--- src/rtl/alu_result_capture.sv ---
// Registers the ALU result/flags and counts valid results over a measurement window.
// Optional signature register is built only when ALU_RESULT_MISR_EN is defined.
module alu_result_capture #(
  parameter int unsigned       WIDTH     = 32,
  parameter int unsigned       WINDOW    = 16,
  parameter logic [WIDTH-1:0]  MISR_POLY = WIDTH'(32'h04C11DB7)
) (
  input  logic                       clk_i,
  input  logic                       async_reset_i,
  input  logic [WIDTH-1:0]           result_i,
  input  logic                       carry_i,
  input  logic                       valid_i,
  input  logic                       start_i,
  output logic [WIDTH-1:0]           result_o,
  output logic                       carry_o,
  output logic                       zero_o,
  output logic                       neg_o,
  output logic                       valid_o,
  output logic                       busy_o,
  output logic                       done_o,
  output logic [$clog2(WINDOW+1)-1:0] count_o,
  output logic [WIDTH-1:0]           signature_o
);

  localparam int unsigned     CW   = $clog2(WINDOW + 1);
  localparam logic [CW-1:0]   LAST = CW'(WINDOW - 1);

  typedef enum logic [1:0] {IDLE, COUNT, DONE} state_t;

  state_t state, state_next;
  logic   open_window;
  logic   sample;

  always_ff @(posedge clk_i or negedge async_reset_i) begin
    if (!async_reset_i) begin
      result_o <= '0;
      carry_o  <= 1'b0;
      zero_o   <= 1'b0;
      neg_o    <= 1'b0;
      valid_o  <= 1'b0;
    end else begin
      result_o <= result_i;
      carry_o  <= carry_i;
      zero_o   <= (result_i == '0);
      neg_o    <= result_i[WIDTH-1];
      valid_o  <= valid_i;
    end
  end

  always_ff @(posedge clk_i or negedge async_reset_i) begin
    if (!async_reset_i) state <= IDLE;
    else                state <= state_next;
  end

  always_comb begin
    state_next = state;
    case (state)
      IDLE:    if (start_i) state_next = COUNT;
      COUNT:   if (valid_o && (count_o == LAST)) state_next = DONE;
      DONE:    if (start_i) state_next = COUNT;
      default: state_next = IDLE;
    endcase
  end

  // The accumulator only sees registered samples, never result_i.
  assign open_window = (state != COUNT) && start_i;
  assign sample      = (state == COUNT) && valid_o;
  assign busy_o      = (state == COUNT);
  assign done_o      = (state == DONE);

  always_ff @(posedge clk_i or negedge async_reset_i) begin
    if (!async_reset_i)   count_o <= '0;
    else if (open_window) count_o <= '0;
    else if (sample)      count_o <= count_o + CW'(1);
  end

`ifdef ALU_RESULT_MISR_EN
  always_ff @(posedge clk_i or negedge async_reset_i) begin
    if (!async_reset_i)   signature_o <= '0;
    else if (open_window) signature_o <= '0;
    else if (sample)
      signature_o <= (signature_o << 1)
                   ^ (signature_o[WIDTH-1] ? MISR_POLY : '0)
                   ^ result_o;
  end
`else
  // Tied off; the polynomial stays referenced so both builds share one parameter list.
  assign signature_o = MISR_POLY & {WIDTH{1'b0}};
`endif

endmodule
--- config.mk ---
export PLATFORM = sky130hd
export DESIGN_NAME = alu_result_capture
export DESIGN_NICKNAME = d
export VERILOG_FILES = /design/src/rtl/alu_result_capture.sv
export SDC_FILE = /design/constraint.sdc
export NUM_CORES = 1
export LEC_CHECK = 0
export ABC_CLOCK_PERIOD_IN_PS = 3900
export BUFFER_PORTS_ARGS = -buffer_cell sky130_fd_sc_hd__buf_2
export CAP_MARGIN = 10
export CORE_ASPECT_RATIO = 0.5
export CORE_MARGIN = 8
export CORE_UTILIZATION = 43
export DETAILED_ROUTE_END_ITERATION = 12
export PLACE_DENSITY = 0.85
export SLEW_MARGIN = 20
export SYNTH_ARGS = -nofsm -noshare
export SYNTH_HDL_FRONTEND = slang
export SYNTH_SLANG_ARGS = --single-unit
--- constraint.sdc ---
create_clock -name clk_i -period 3.9 [get_ports clk_i]
set_input_delay 0.78 -clock clk_i [delete_from_list [all_inputs] [get_ports clk_i]]
set_output_delay 0.78 -clock clk_i [all_outputs]
set_load 0.05 [all_outputs]
==> flow_summary_export.csv <==
group,metric,value,unit
cells_and_area,drive_gt1_share,44.44,%
placement,place_hpwl,2961,um
sta,finalMaxSlewViolations,0,
synthesis,yosysSeqAreaShare,66.99,%
sta,period_share,52.58,%
synthesis,synth_warnings,0,
synthesis,synth.distinct_cells,25,
synthesis,yosys.area.top_type,"dfrtp_1",
placement,dpl-instance-area,0.001886,mm2
job,drv_cap,0,
floorplan,coreArea,0.003472,mm2
power,pwr-share-seq,41.4,%
floorplan,die_h,58.72,um
critical_path,critPathRequiredTime,3.12,ns
global_route,grt_start_max_net_pins,43,
sta,hold_viol_final,0,
routing,viasPerCell,4.120,
global_route,grt_overflow,0,
sta,max_freq,0.4876,GHz
hold_path,min_path_type,"flop to flop",
clocking,cts_tree,"yes",
floorplan,dieArea,0.005955,mm2
cells_and_area,stdcell_area,0.001996,mm2
synthesis,synthesis.area,0.001569,mm2
synthesis,netlist.area_leader.share,66.99,%
synthesis,synthTopCellsByArea,"dfrtp_1, buf_4, nor4_1",
sta,setup_viol,0,
sta,tns,0,ns
power,irDropWorstVdd,179.0,uV
global_route,antenna_found_initial,0,
clocking,clock_path_buffers,2,
routing,drt_iter0_markers,46,
clocking,htree_levels,2,
critical_path,crit_fanout,10,
critical_path,crit_arrival,1.27,ns
clocking,clock_latency,0.28,ns
synthesis,yosys_register_bits,42,
clocking,clk_pin_slew,0.07,ns
clocking,cts_root_buf,"clkbuf_8",
clocking,hold_buffers,0,
routing,ant_nets,0,
routing,vias,1026,
power,p_int,0.7571,mW
floorplan,initial_utilization,45.19,%
sta,tightest_slew,0.8807,ns
routing,drcViolationCount,0,
power,p_leak,1.078,nW
critical_path,crit_type,"flop to output port",
cells_and_area,final_util,57.48,%
power,p_sw,0.4775,mW
sta,post-route-min-period,2.051,ns
power,combPwrFrac,31.6,%
global_route,grt_pass1_vias,1169,
floorplan,ioPinCount,112,
sta,slew_headroom,41.29,%
critical_path,crit_path_end_kind,"output port",
clocking,post_cts_resized,0,
synthesis,synthCells,114,
placement,gp_congestion,0.7900,
power,p_sw_share,38.68,%
status,status,"completed",
sta,rsz0062_at_grt,"false",
global_route,grt.total_usage,11.94,%
floorplan,num_rows,15,
cells_and_area,synthToLayoutAreaGrowth,27.19,%
placement,portBuffers,79,
floorplan,die-width,101.4,um
clocking,postCtsSetupRepairBufs,0,
global_route,grt_first_pass_wirelength,5409,um
sta,fin_skew,0.001927,ns
routing,post_drt_wl_per_cell,14.31,um
cells_and_area,fill_cells,290,
synthesis,syn-mean-instance-area,13.76,um2
critical_path,critPathLaunchType,"flop",
clocking,cts_made_buffers,5,
cells_and_area,antenna_cells,0,
routing,dr.pass1.iters,4,
cells_and_area,nets,236,
power,p_per_area,618.6,mW/mm2
routing,routed_wl,3564,um
clocking,cts.sinks,42,
power,p_clk_share,26.9,%
[layout by cell type (no fill, tap or decap), types with 2 or more instances in the layout]
cell type / instances
a21oi_1: 2
a32o_1: 2
buf_2: 79
clkbuf_8: 5
conb_1: 32
dfrtp_1: 42
ha_1: 2
inv_1: 2
nand2_1: 3
nand4_1: 2
nor2_1: 3
nor4_1: 8
[final timing paths]
path / from / end / slack (ns) / depth (start not counted)
worst max register to register: count_o[0]$_DFFE_PN0P_ / state[1]$_DFFE_PN0P_ / 2.60 / 4
max in group asynchronous: async_reset_i / result_o[28]$_DFF_PN0_ / 2.74 / 1
worst min-delay path: state[0]$_DFFE_PN0P_ / state[0]$_DFFE_PN0P_ / 0.52 / 1
worst max-delay path: state[1]$_DFFE_PN0P_ / busy_o / 1.85 / 2
worst min register to register: state[0]$_DFFE_PN0P_ / state[0]$_DFFE_PN0P_ / 0.52 / 1
min in group asynchronous: async_reset_i / neg_o$_DFF_PN0_ / 0.61 / 1
[final cells by class]
| type | instances | area, um2 | share of cell area, % |
|---|---|---|---|
| clock buffer | 6 | 72.57 | 3.636 |
| sequential | 42 | 1051 | 52.66 |
| inverter | 2 | 7.507 | 0.3762 |
| tap | 51 | 63.81 | 3.197 |
| clock inverter | 2 | 37.54 | 1.881 |
| timing repair buffer | 79 | 395.4 | 19.81 |
| multi-input combinational | 67 | 367.9 | 18.43 |
[cell usage after synthesis (all sizes together)]
cell / n
inv: 2
buf: 34
dfrtp: 42
nand2: 3
xnor2: 1
a22o: 1
nand4: 2
ha: 2
nor2: 3
a21o: 1
o2bb2ai: 1
nor2b: 1
conb: 1
a32o: 2
o21a: 1
and4: 1
and3: 1
a21oi: 2
nor4: 8
nand2b: 1
and2b: 1
mux2i: 1
nand3b: 1
o21ai: 1
[worst max-delay path, cell delays in order (launching register included)]
cell	delay (ns)
dfrtp_1	0.42
nor2b_4	0.25
buf_2	0.31
[sequential cells by signal, summed over array words and instances (netlist names)]
name / flops
carry_o: 1
neg_o: 1
result_o: 31
valid_o: 1
count_o: 5
state: 2
zero_o: 1
[cells by family after synthesis]
logic type                 after synthesis  synth area share (%)
DFF                                     42                 66.99
buffers and inverters                   36                 16.99
and+or+nand+nor                         22                 8.693
AOI/OAI and AO/OA                        9                 4.307
adders and majority gates                2                 1.595
other                                    1                0.2390
xor gates and xnor gates                 1                0.5583
muxes                                    1                0.6380
[power by group through the flow]
stage / combinational, mW / clock, mW / sequential [mW]
global placement: 0.388 / 0 / 0.519
detailed placement: 0.393 / 0 / 0.521
floorplan: 0.178 / 0 / 0.667
CTS: 0.393 / 0.340 / 0.512
finish: 0.391 / 0.332 / 0.512
global route: 0.411 / 0.358 / 0.518
[metal layers]
| layer | GRT usage [%] | share of wire, % | vias to the layer above |
|---|---|---|---|
| li1 | - | - | 490 |
| met1 | 10.84 | 34 | 490 |
| met2 | 23.88 | 59 | 40 |
| met3 | 3.173 | 5.3 | 6 |
| met4 | 6.499 | 1.9 | 0 |
| met5 | 0 | 0 | - |
[stage by stage]
| step | hold WS [ns] | power, mW | worst slack [ns] | instances |
|---|---|---|---|---|
| final | 0.5239 | 1.235 | 1.849 | 249 |
| after global routing | 0.5583 | 1.288 | 1.784 | 249 |
| after CTS | 0.5330 | 1.245 | 1.851 | 249 |
| after detailed placement | 0.5113 | 0.9133 | 2.166 | 241 |
| after global placement | 0.5014 | 0.9069 | 2.209 | 241 |
| after floorplan | 0.4724 | 0.8449 | 2.234 | 145 |
Note: power is estimated with default switching activity, not from simulation.
